**src/rtl/spi_pkg.sv**
```systemverilog
// spi_pkg: shared FSM state, SPI mode encodings and default word width.
package spi_pkg;
  typedef enum logic [1:0] {IDLE, ACTIVE, WAIT_DESEL} state_e;
  localparam logic [1:0] MODE0 = 2'b00;
  localparam logic [1:0] MODE1 = 2'b01;
  localparam logic [1:0] MODE2 = 2'b10;
  localparam logic [1:0] MODE3 = 2'b11;
  localparam int DEFAULT_WIDTH = 8;
endpackage

```
**src/rtl/spi_sync.sv**
```systemverilog
// spi_sync: multi-flop single-bit synchroniser into the clk domain.
module spi_sync #(
  parameter int STAGES = 2
) (
  input  logic clk,
  input  logic din,
  output logic dout
);
  logic [STAGES-1:0] sync_q, sync_d;
  always_comb sync_d = {sync_q[STAGES-2:0], din};
  always_ff @(posedge clk) sync_q <= sync_d;
  assign dout = sync_q[STAGES-1];
endmodule

```
**src/rtl/spi_slave_os.sv**
```systemverilog
// spi_slave_os: oversampling SPI slave, all CPOL/CPHA modes, MSB-first, one-word tx buffer.
module spi_slave_os
  import spi_pkg::*;
#(
  parameter int WIDTH       = DEFAULT_WIDTH,
  parameter int SYNC_STAGES = 2
) (
  input  logic             clk,
  input  logic             reset,
  input  logic             cpol,
  input  logic             cpha,
  input  logic             sclk,
  input  logic             cs_n,
  input  logic             mosi,
  output logic             miso,
  input  logic [WIDTH-1:0] tx_data,
  input  logic             tx_load,
  output logic             tx_ready,
  output logic [WIDTH-1:0] rx_data,
  output logic             rx_valid,
  output logic             busy,
  output logic             underrun
);
  localparam int CW = $clog2(WIDTH + 1);
  state_e state_q, state_d;
  logic sclk_s, cs_s, mosi_s, sclk_p_q, cs_p_q;
  logic cpol_q, cpol_d, cpha_q, cpha_d, miso_q, miso_d, need_q, need_d;
  logic zload_q, zload_d, under_q, under_d, rxv_q, rxv_d, bufv_q, bufv_d;
  logic [CW-1:0] cnt_q, cnt_d;
  logic [WIDTH-1:0] so_q, so_d, rsh_q, rsh_d, rxd_q, rxd_d, buf_q, buf_d, word, rx_next;
  logic sedge, lead, trail, cs_fall, start, run, samp, shft, word_end, load, accept, consume;

  spi_sync #(.STAGES(SYNC_STAGES)) u_sclk (.clk(clk), .din(sclk), .dout(sclk_s));
  spi_sync #(.STAGES(SYNC_STAGES)) u_cs   (.clk(clk), .din(cs_n), .dout(cs_s));
  spi_sync #(.STAGES(SYNC_STAGES)) u_mosi (.clk(clk), .din(mosi), .dout(mosi_s));

  always_ff @(posedge clk) begin
    sclk_p_q <= sclk_s;
    cs_p_q   <= cs_s;
  end

  always_ff @(posedge clk)
    state_q <= reset ? (cs_s ? IDLE : WAIT_DESEL) : state_d;

  always_comb
    state_d = (state_q == IDLE) ? (cs_fall ? ACTIVE : IDLE) : (cs_s ? IDLE : state_q);

  always_comb begin
    busy     = state_q == ACTIVE;
    miso     = miso_q;
    tx_ready = ~bufv_q;
    rx_data  = rxd_q;
    rx_valid = rxv_q;
    underrun = under_q;
  end

  // A word's shift-out is loaded on its first driving edge; the underrun flag waits for
  // that word's first sample so a trailing edge after the frame's last word is harmless.
  always_comb begin
    sedge    = sclk_s ^ sclk_p_q;
    lead     = sedge & (sclk_s != cpol_q);
    trail    = sedge & (sclk_s == cpol_q);
    cs_fall  = cs_p_q & ~cs_s;
    start    = (state_q == IDLE) & cs_fall;
    run      = (state_q == ACTIVE) & ~cs_s;
    samp     = run & (cpha_q ? trail : lead);
    shft     = run & (cpha_q ? lead : trail);
    word_end = samp & (cnt_q == CW'(WIDTH - 1));
    load     = (start & ~cpha) | (shft & need_q);
    word     = bufv_q ? buf_q : '0;
    accept   = tx_load & ~bufv_q;
    consume  = load & bufv_q;
    rx_next  = {rsh_q[WIDTH-2:0], mosi_s};
    cpol_d   = start ? cpol : cpol_q;
    cpha_d   = start ? cpha : cpha_q;
    so_d     = load ? word << 1 : shft ? so_q << 1 : so_q;
    miso_d   = load ? word[WIDTH-1] : shft ? so_q[WIDTH-1] : run ? miso_q : 1'b0;
    need_d   = start ? cpha : run ? (word_end | (need_q & ~shft)) : 1'b0;
    zload_d  = load ? ~bufv_q : (run & ~samp) ? zload_q : 1'b0;
    under_d  = under_q | (samp & zload_q);
    cnt_d    = ~run ? '0 : word_end ? '0 : samp ? cnt_q + 1'b1 : cnt_q;
    rsh_d    = samp ? rx_next : rsh_q;
    rxd_d    = word_end ? rx_next : rxd_q;
    rxv_d    = word_end;
    buf_d    = accept ? tx_data : buf_q;
    bufv_d   = accept | (bufv_q & ~consume);
  end

  always_ff @(posedge clk) begin
    if (reset) begin
      cpol_q  <= 1'b0;
      cpha_q  <= 1'b0;
      miso_q  <= 1'b0;
      need_q  <= 1'b0;
      zload_q <= 1'b0;
      under_q <= 1'b0;
      rxv_q   <= 1'b0;
      bufv_q  <= 1'b0;
      cnt_q   <= '0;
      so_q    <= '0;
      rsh_q   <= '0;
      rxd_q   <= '0;
      buf_q   <= '0;
    end else begin
      cpol_q  <= cpol_d;
      cpha_q  <= cpha_d;
      miso_q  <= miso_d;
      need_q  <= need_d;
      zload_q <= zload_d;
      under_q <= under_d;
      rxv_q   <= rxv_d;
      bufv_q  <= bufv_d;
      cnt_q   <= cnt_d;
      so_q    <= so_d;
      rsh_q   <= rsh_d;
      rxd_q   <= rxd_d;
      buf_q   <= buf_d;
    end
  end
endmodule

```
**config.mk**
```make
export PLATFORM = sky130hd
export DESIGN_NAME = spi_slave_os
export DESIGN_NICKNAME = d
export VERILOG_FILES = /design/src/rtl/spi_pkg.sv /design/src/rtl/spi_sync.sv /design/src/rtl/spi_slave_os.sv
export SDC_FILE = /design/constraint.sdc
export NUM_CORES = 1
export LEC_CHECK = 0
export ABC_AREA = 1
export CAP_MARGIN = 0
export CORE_MARGIN = 2
export CORE_UTILIZATION = 31
export DETAILED_ROUTE_END_ITERATION = 8
export PLACE_DENSITY = 0.53
export SYNTH_ARGS = -nofsm -noshare
export SYNTH_HDL_FRONTEND = slang
export SYNTH_HIERARCHICAL = 1
export SYNTH_SLANG_ARGS = --single-unit
```
**constraint.sdc**
```tcl
create_clock -name clk -period 2 [get_ports clk]
set_clock_uncertainty 0.2 [all_clocks]
set_input_delay 0.3 -clock clk [delete_from_list [all_inputs] [get_ports clk]]
set_output_delay 0.3 -clock clk [all_outputs]
set_load 0.02 [all_outputs]
```
== Yosys cells after proc, flatten, opt, wreduce, memory -nomap -nowiden ==
Cells that the tools add are included.

* Divide/modulo/power cells: 0
* Eq/ne operators: 6
* Add/subtract/negate cells: 1
* Reductions and logical operators: 4
* $mul: 0
* Magnitude comparators: 0
* Mux-type cells: 17
* Bitwise operators: 28
* Shift-type cells: 0

{| class="wikitable"
|+ Operator list
! cell !! number
|-
| 8-bit two-way mux || 3
|-
| 1-bit bitwise AND || 16
|-
| 1-bit two-way mux || 10
|-
| 2-bit two-way mux || 4
|-
| 1-bit NOT || 7
|-
| 4-bit by 1-bit adder with 4-bit output (second input constant) || 1
|-
| 4-bit by 3-bit equality test with 1-bit output (second input constant) || 1
|-
| 1-bit bitwise OR || 4
|-
| 3-bit by 1-bit inequality test with 1-bit output (second input constant) || 1
|-
| 3-bit nonzero test || 1
|-
| 3-bit OR reduction || 1
|-
| 2-bit by 1-bit equality test with 1-bit output (second input constant) || 1
|-
| 2-bit logical NOT || 1
|-
| 2-bit inequality test (second input constant) || 1
|-
| 2-bit nonzero test || 1
|-
| 1-bit equality test || 1
|-
| 1-bit inequality test || 1
|-
| 1-bit XOR || 1
|}

* Output and inout bits: 13
* Memory bits (writable): 0
* Bits of input ports: 16
* ROM bits: 0
* Memories: 0
* Register bits after elaboration: 52
* Logic and storage cells: 75
* Latch bits: 0

== Longest topological paths before layout ==
* Depth after elaboration: 10
* Depth in mapped cells: 12
* Depth with buffers taken out: 11

== Cells and area by module ==
The synthesis kept the hierarchy.

{| class="wikitable"
|+ By module, submodules not included
! module !! cells each !! sequential area each (µm²) !! instances !! area each (µm²)
|-
| spi_slave_os || 249 || 940.9 || 1 || 1973.1
|-
| spi_sync || 2 || 40.0 || 3 || 40.0
|}

== Least setup slack after synthesis ==
Ideal clock, no wire load.

* Path type: register to register
* Start point: register state_q[1]
* End point: register rxd_q[1], in the netlist rx_data[1]
* Slack: 299 ps
* Path buffers: 1
* Period minus slack after synthesis: 1701 ps
* Data required time: 1661 ps
* Data arrival time: 1362 ps
* Setup time: 139 ps
* Cell stages (with the launch flop): 10
* Path through: edfxtp_1 -> nor2_2 -> nand2_1 -> inv_2 -> nand2_2 -> inv_2 -> buf_6 -> nand2_8 -> nand2_2 -> a21oi_2

* Longest elaborated chain between the ends: 4

{| class="wikitable"
|+ Ends and longest elaborated chain
! what !! RTL line !! text
|-
| start, declared || spi_slave_os.sv:25 || <nowiki>state_e state_q, state_d;</nowiki>
|-
| start signal, assigned || spi_slave_os.sv:43 || <nowiki>state_q <= reset ? (cs_s ? IDLE : WAIT_DESEL) : state_d;</nowiki>
|-
| 2-bit by 1-bit equality test with 1-bit output || - ||
|-
| via busy || spi_slave_os.sv:21 || <nowiki>output logic busy,</nowiki>
|-
| 1-bit bitwise AND || spi_slave_os.sv:65 || <nowiki>run = (state_q == ACTIVE) & ~cs_s;</nowiki>
|-
| 1-bit bitwise AND || spi_slave_os.sv:66 || <nowiki>samp = run & (cpha_q ? trail : lead);</nowiki>
|-
| 1-bit bitwise AND || spi_slave_os.sv:68 || <nowiki>word_end = samp & (cnt_q == CW'(WIDTH - 1));</nowiki>
|-
| end signal, assigned || spi_slave_os.sv:116 || <nowiki>rxd_q <= rxd_d;</nowiki>
|-
| end, declared || spi_slave_os.sv:30 || <nowiki>logic [WIDTH-1:0] so_q, so_d, rsh_q, rsh_d, rxd_q, rxd_d, buf_q, buf_d, word, rx_next;</nowiki>
|}

The timed path passes the listed nets, and every way through them passes these cells.
A chain may end at the register's enable or synchronous reset.

== Worst setup path after layout ==
* Start point: register bufv_q
* End point: output port tx_ready

* Longest elaborated chain between the ends: 1

{| class="wikitable"
|+ Ends and longest elaborated chain
! what !! RTL line !! text
|-
| start, declared || spi_slave_os.sv:28 || <nowiki>logic zload_q, zload_d, under_q, under_d, rxv_q, rxv_d, bufv_q, bufv_d;</nowiki>
|-
| start signal, assigned || spi_slave_os.sv:112 || <nowiki>bufv_q <= bufv_d;</nowiki>
|-
| 1-bit NOT || spi_slave_os.sv:51 || <nowiki>tx_ready = ~bufv_q;</nowiki>
|-
| end, declared || spi_slave_os.sv:18 || <nowiki>output logic tx_ready,</nowiki>
|}

No other way between the ends.

==> results by stage <==
Outcome:
- The flow ran to the end, and the final reports show no timing, DRC or antenna violations.

Final layout:
- 0 antenna diodes ended up in the layout.
- The share of post-route cells with drive strength above 1 is 0.1828.
- The most frequent standard cell in the layout excluding fill and tap cells is sky130_fd_sc_hd__dfxtp_1.
- Compared with the post-synthesis result, the final layout area differs by 22.65%.
- Once layout is complete, the utilization of the core stands at 0.3998.
- The post-route cell area is approximately 2600 sq um.
- The library cells used most frequently in the layout, excluding fill and tap cells, are sky130_fd_sc_hd__dfxtp_1, sky130_fd_sc_hd__nor2_1, sky130_fd_sc_hd__nand2_1.
- The layout filler cell count is 675.
- The filler-free cell count of the finished design is roughly 370.
- The number of nets at the end of the flow is about 300.
- Registers take 1061 sq um.
- The multi-input combinational cells in the finished layout cover a total of between 800 and 900 sq um.

Timing:
- Static timing analysis puts the maximum clock frequency at 545.8 MHz.
- The number of failing hold endpoints at the final stage is 0.
- Dividing the final minimum period by the clock period gives 0.9162.
- Setup repair after global routing left no endpoint under its margin.
- The post-route minimum period is 1.832 ns.
- Setup violations remaining at the end of the flow were counted as 0.
- Summed over all failing endpoints, the final setup total negative slack is 0 ns.
- The setup slack after layout is 0.1677 ns.
- Headroom to the max-slew limit came out at 0.8171.
- The count of pins over their slew limit is 0.
- At the pin with the least slew margin, the transition time is approximately 0.27 ns.

Global routing:
- The number of global-route vias before repair is between 1,500 and 2,000.
- The aggregate global-route resource usage is 0.1144.
- The leftover overflow at the end of global routing is 0.
- The global-route wire length before repair is about 6700 microns.
- Entering global routing, the biggest net connects 18 pins.
- The initial antenna violation count is 0.

Floorplanning:
- In this run the standard cell core region covers roughly 6400 sq um.
- The number of top-level design ports is 29.
- The standard-cell row count is 29.
- The full die area is between 7000 and 8000 sq um.
- The initial core utilization is 0.3259.
- The width of the chip is ~86 microns.
- The die is ~86 microns tall.

Synthesis:
- The number of warnings reported in the yosys synthesis log is 6.
- Yosys mapped a number of flops with a built-in enable equal to 2.
- The distinct cell type count after synthesis is 29.
- Among all flip-flop cells after synthesis, the most frequent one is sky130_fd_sc_hd__dfxtp_1.
- The fraction of synthesis flops using an asynchronous set or reset pin is 0.
- The instance count of the mapped netlist is between 200 and 300.
- The net count after synthesis is ~270.
- The netlist area before placement is around 2100 sq um.
- The part of the Yosys area used for sequential elements is 0.5069.
- Averaged over all synthesized cells, the footprint is about 8 sq um.
- After synthesis the netlist holds a flip-flop and latch count of 52.

Clocking:
- The tree built by TritonCTS fans out to 52 sinks.
- The number of buffers inserted by hold repair at cts is 0.
- Clock-pin slew was measured on the worst setup and hold paths at ~0.09 ns.
- The H-tree was split into 2 levels.
- The later pin in the worst-skew pair is clocked with a latency of 0.31 ns.
- The total CTS buffers is 5.
- The root buffer cell is sky130_fd_sc_hd__clkbuf_8.
- The clock tree from TritonCTS is built.
- The maximum root-to-sink buffer count is 2.

Worst setup path:
- STA classifies the critical path endpoint as an output pin.
- At the worst endpoint, the arrival time is 1.33 ns.
- The combined buffer and inverter count along the critical path is 2.
- The peak per-stage delay on the critical path is 0.61 ns.
- The nature of the critical path startpoint is a flip-flop.
- Setup slack on the worst reg-to-reg path comes out at 0.30 ns.
- The start of the worst register-to-register path is state_q[1].
- The maximum net fanout on the critical path is 3.
- The kind of critical path is flip-flop to output pin.
- In this run the critical register-to-register path is captured at rx_data[4].
- The kind of cell adding the most delay to the critical path is buffers and inverters.
- The depth of the worst register-to-register path is 8.
- The critical path's slowest cell is sky130_fd_sc_hd__clkdlybuf4s50_1.
- The data required time of the critical path is 1.50 ns.
- The signal on the critical path passes through inv_1 > clkdlybuf4s50_1.

Worst hold path:
- For hold timing, the worst endpoint is u_mosi/sync_q[1].
- The cell depth of the worst min-delay path is 0.
- The type of the worst min-delay path is flip-flop to flip-flop.
- The startpoint of the worst hold path is u_mosi/sync_q[0].

Power and ir drop:
- The analysis attributes to net switching a power of 454.9 uW.
- The share of power burned in combinational logic is 0.094.
- The internal portion of the total power is 1.403 mW.
- The worst IR drop on VDD is a little under 0.4 mV.
- Power spread over the standard cell area amounts to between 700 and 800 nW/um^2.
- Summed over all cells, the static leakage comes to roughly 1.0 nW.
- Of the total power, the share spent switching nets is 0.2449.
- Of the total power, registers draw 0.593.
- The clock network power share is 0.313.

Placed design:
- The cell area after placement is between 2000 and 2500 sq um.
- Before CTS, the worst setup slack after placement is 0.1901 ns.
- Input and output buffers added on the ports amount to 28.
- The placed cell count is approximately 360.
- The global placement routability congestion is between 0.7 and 0.8.
- The detailed placer's ending HPWL is ~2900 microns.

Detailed routing:
- For this block, the initial DRC count from the detailed router was 84.
- The final routed DRC violation total is 0.
- After detailed routing, the average wire length per cell comes to roughly 11 microns.
- The via density per instance is 4.477.
- The pre-antenna-repair detailed-routing pass consisted of 4 iterations.
- The residual antenna-violating net count after detailed routing is 0.
- The total wire length after detailed routing is ~3900 microns.
- Across all layers, the routed design uses 1,643 vias.

Flow run:
- The max-cap violation count is 0.
==> Yosys cell counts, types with 2 or more instances <==
cell type / count / area, sq um
sky130_fd_sc_hd__a21oi_2: 10 / 87.58
sky130_fd_sc_hd__a211oi_1: 2 / 15.01
sky130_fd_sc_hd__o21ai_0: 22 / 110.1
sky130_fd_sc_hd__inv_2: 6 / 22.52
sky130_fd_sc_hd__nand2_4: 3 / 33.78
sky130_fd_sc_hd__nand3_1: 25 / 125.1
sky130_fd_sc_hd__nand2_2: 16 / 100.1
sky130_fd_sc_hd__dfxtp_1: 50 / 1001
sky130_fd_sc_hd__nor2_1: 38 / 142.6
sky130_fd_sc_hd__edfxtp_1: 2 / 60.06
sky130_fd_sc_hd__a22oi_1: 3 / 22.52
sky130_fd_sc_hd__nor2_2: 2 / 12.51
sky130_fd_sc_hd__nand2_1: 30 / 112.6
sky130_fd_sc_hd__inv_1: 15 / 56.30
sky130_fd_sc_hd__clkbuf_1: 3 / 11.26
sky130_fd_sc_hd__buf_2: 4 / 20.02
sky130_fd_sc_hd__a21oi_1: 12 / 60.06
==> logic make-up (layout without fill, tap and decap cells) <==
kind of cell | Yosys count | count (layout) | share of synthesized area
AND/OR/NAND/NOR | 119 | 119 | 0.2726
flip-flops | 52 | 52 | 0.5069
AO/OA/AOI/OAI | 51 | 51 | 0.1470
buffers and inverters | 31 | 66 | 0.06336
adder cells (fa/ha/maj) | 1 | 1 | 0.005976
XOR/XNOR | 1 | 1 | 0.004185
==> power by group through the flow <==
stage               clock network, mW  logic [mW]  registers, mW
floorplan                           0       0.112           1.12
global placement                    0       0.177           1.13
detailed placement                  0       0.176           1.13
CTS                             0.618       0.177           1.10
global route                    0.650       0.200           1.11
finish                          0.582       0.174           1.10
==> final cells by class <==
| class | instances | area share |
|---|---|---|
| flip-flops and latches | 52 | 0.4133 |
| multi-input cells | 172 | 0.3504 |
| repair buffers | 36 | 0.1335 |
| well taps | 77 | 0.03752 |
| inverters | 22 | 0.03216 |
| clock buffers | 6 | 0.02827 |
| clock inverters | 2 | 0.004873 |
==> state kept, by name, indices dropped and copies added (netlist names), 2 cells and up <==
signal         cells
rx_data            8
buf_q              8
state_q            2
u_cs/sync_q        2
so_q               7
rsh_q              7
cnt_q              4
u_sclk/sync_q      2
u_mosi/sync_q      2
==> worst max-delay path by stage <==
stage	start	end	slack [ns]	cells past startpoint
6_report	bufv_q	tx_ready	0.17	2
5_1_grt	bufv_q	tx_ready	0.10	2
4_1_cts	state_q[1]	busy	0.02	2
3_5_place_dp	cpha	so_q[3]	0.19	7
3_3_place_gp	cpha	so_q[3]	0.23	7
2_1_floorplan	state_q[1]	rx_data[1]	0.30	9
==> stage by stage <==
stage                     hold WS (ns)  total power, mW
final                           0.1343            1.858
after global routing            0.1414            1.958
after CTS                       0.1386            1.898
after detailed placement        0.1135            1.303
after global placement          0.1113            1.302
after floorplan                 0.1096            1.234
==> routing by layer <==
metal | part of all wire | wire length, microns | track usage | up-vias
met5 | 0 | 0 | 0 | -
met4 | 0.019 | 74 | 0.04688 | 0
met3 | 0.041 | 157 | 0.03238 | 6
met2 | 0.45 | 1735 | 0.1853 | 22
met1 | 0.49 | 1903 | 0.1435 | 716
li1 | - | - | - | 899
==> what timing repair did <==
action                     CTS  global route
buffers inserted             0             0
resized for setup            0             1
setup endpoints to repair    0             1
Power figures use the tool's default switching activity.
==> patch (same settings) <==
`so_q`, `rsh_q` and `buf_q` no longer have a reset.
--- a/src/rtl/spi_slave_os.sv
+++ b/src/rtl/spi_slave_os.sv
@@ -97,10 +97,7 @@
       rxv_q   <= 1'b0;
       bufv_q  <= 1'b0;
       cnt_q   <= '0;
-      so_q    <= '0;
-      rsh_q   <= '0;
       rxd_q   <= '0;
-      buf_q   <= '0;
     end else begin
       cpol_q  <= cpol_d;
       cpha_q  <= cpha_d;
@@ -111,11 +108,14 @@
       rxv_q   <= rxv_d;
       bufv_q  <= bufv_d;
       cnt_q   <= cnt_d;
-      so_q    <= so_d;
-      rsh_q   <= rsh_d;
       rxd_q   <= rxd_d;
-      buf_q   <= buf_d;
     end
+  end
+
+  always_ff @(posedge clk) begin
+    so_q  <= so_d;
+    rsh_q <= rsh_d;
+    buf_q <= buf_d;
   end
 endmodule
 
Formal check against the unedited RTL: same outputs for any inputs over 10 cycles, from zero or initial values and one cycle with reset high; that may be too few to reach the edited logic, so the function may still have changed.
==> patch against the original RTL <==
Utilization decreased by 0.42 points; sequential cell count unchanged; total power increased by 4.4%; critical endpoint unchanged; routed wire length decreased by 8.3%; synthesized cell count decreased by 16%; synthesized area decreased by 4.1%; final area decreased by 2.7%; count of clock-buffer cells in the layout increased by 2; largest power group unchanged; largest cell class unchanged; highest routed layer unchanged; setup slack got worse by 46 ps; non-clock buffer count decreased by 4.
==> patch: results (changes against the original RTL) <==
stage	metric	value	unit	change
detailed_routing	DR vias	1396		-15%
yosys	Post-synth EDFFs	24		+22
setup_path	worst r2r path cells	6		-2
setup_path	R2R Setup Slk	180	ps	-120 ps
cells_and_area	fill count	639		-5.3%
status	status	finished, final reports clean		
grt	routing usage on met1	14.7	%	+0.36 points
cells_and_area	share of layout cells above drive strength 1	8.37	%	-9.9 points
sta	Hold Slack	133	ps	-1.44 ps
detailed_routing	WL met3	174	um	+11%
clocking	cells resized by post-CTS repair	1		+1
power_and_ir_drop	P_leak	0.00107	uW	+5.9%
yosys	Net Count, Synth	231		-15%
grt	Global Route Usage Sum	11.0	%	-0.45 points
power_and_ir_drop	Power, Total	1940	uW	+4.4%
setup_path	FF-to-FF End	so_q[1]$_SDFFCE_PN0P_		
grt	first-pass GRT wire length	6130	um	-8.5%
yosys	post-synthesis sequential area ratio	63.8	%	+13 points
yosys	Synth top cells by count	nand2_1 (64), dfxtp_1 (28), nor2_1 (27)		
grt	largest net degree at the start of global routing	20		+2
power_and_ir_drop	Comb power frac	6.7	%	-2.7 points
yosys	Yosys cell types	21		-28%
cells_and_area	utilization after layout	39.6	%	-0.42 points
yosys	Mean Syn Cell Area	9.38	sq um	+14%
detailed_routing	Initial DRC Count	79		-6.0%
detailed_routing	Routed met1 length	1700	um	-11%
setup_path	CP arrival	1380	ps	+50 ps
sta	max_slew headroom	78.5	%	-3.2 points
detailed_routing	met2 wire len	1600	um	-8.0%
power_and_ir_drop	VDD IR-drop max	0.000247	V	-37%
patch: changes by cell type in the layout (fill, tap and decap cells not counted), sizes merged, moves of 2 or more:
cell    before  now
o21ai       23    2
a22oi        3    0
a21oi       22    9
inv         21   28
clkinv       2    0
clkbuf       6    8
nor2        40   28
buf          8    4
a211oi       2    0
nand2       50   68
edfxtp       2   24
dfxtp       50   28
nand3       25   16
patch: cells by family (layout without fill, tap and decap cells):
logic type,after synthesis,after routing,share of synthesized area [%]
adders and majority gates,1,1,0.623
xor gates and xnor gates,2,2,0.872
DFF,52,52,63.8
AOI/OAI and AO/OA,11,11,2.74
and+or+nand+nor,116,116,24.7
buffers and inverters,32,69,7.23
patch: worst max-delay path: cells and delay by family (launching register included):
family                 cells  cell delay (ps)
buffers and inverters      2              690
DFF                        1              380
patch: final cells by class:
type | instances | area share [%]
sequential | 52 | 51.4
multi-input combinational | 130 | 23.3
timing repair buffer | 32 | 12.5
inverter | 29 | 4.91
clock buffer | 8 | 4.06
tap | 77 | 3.86
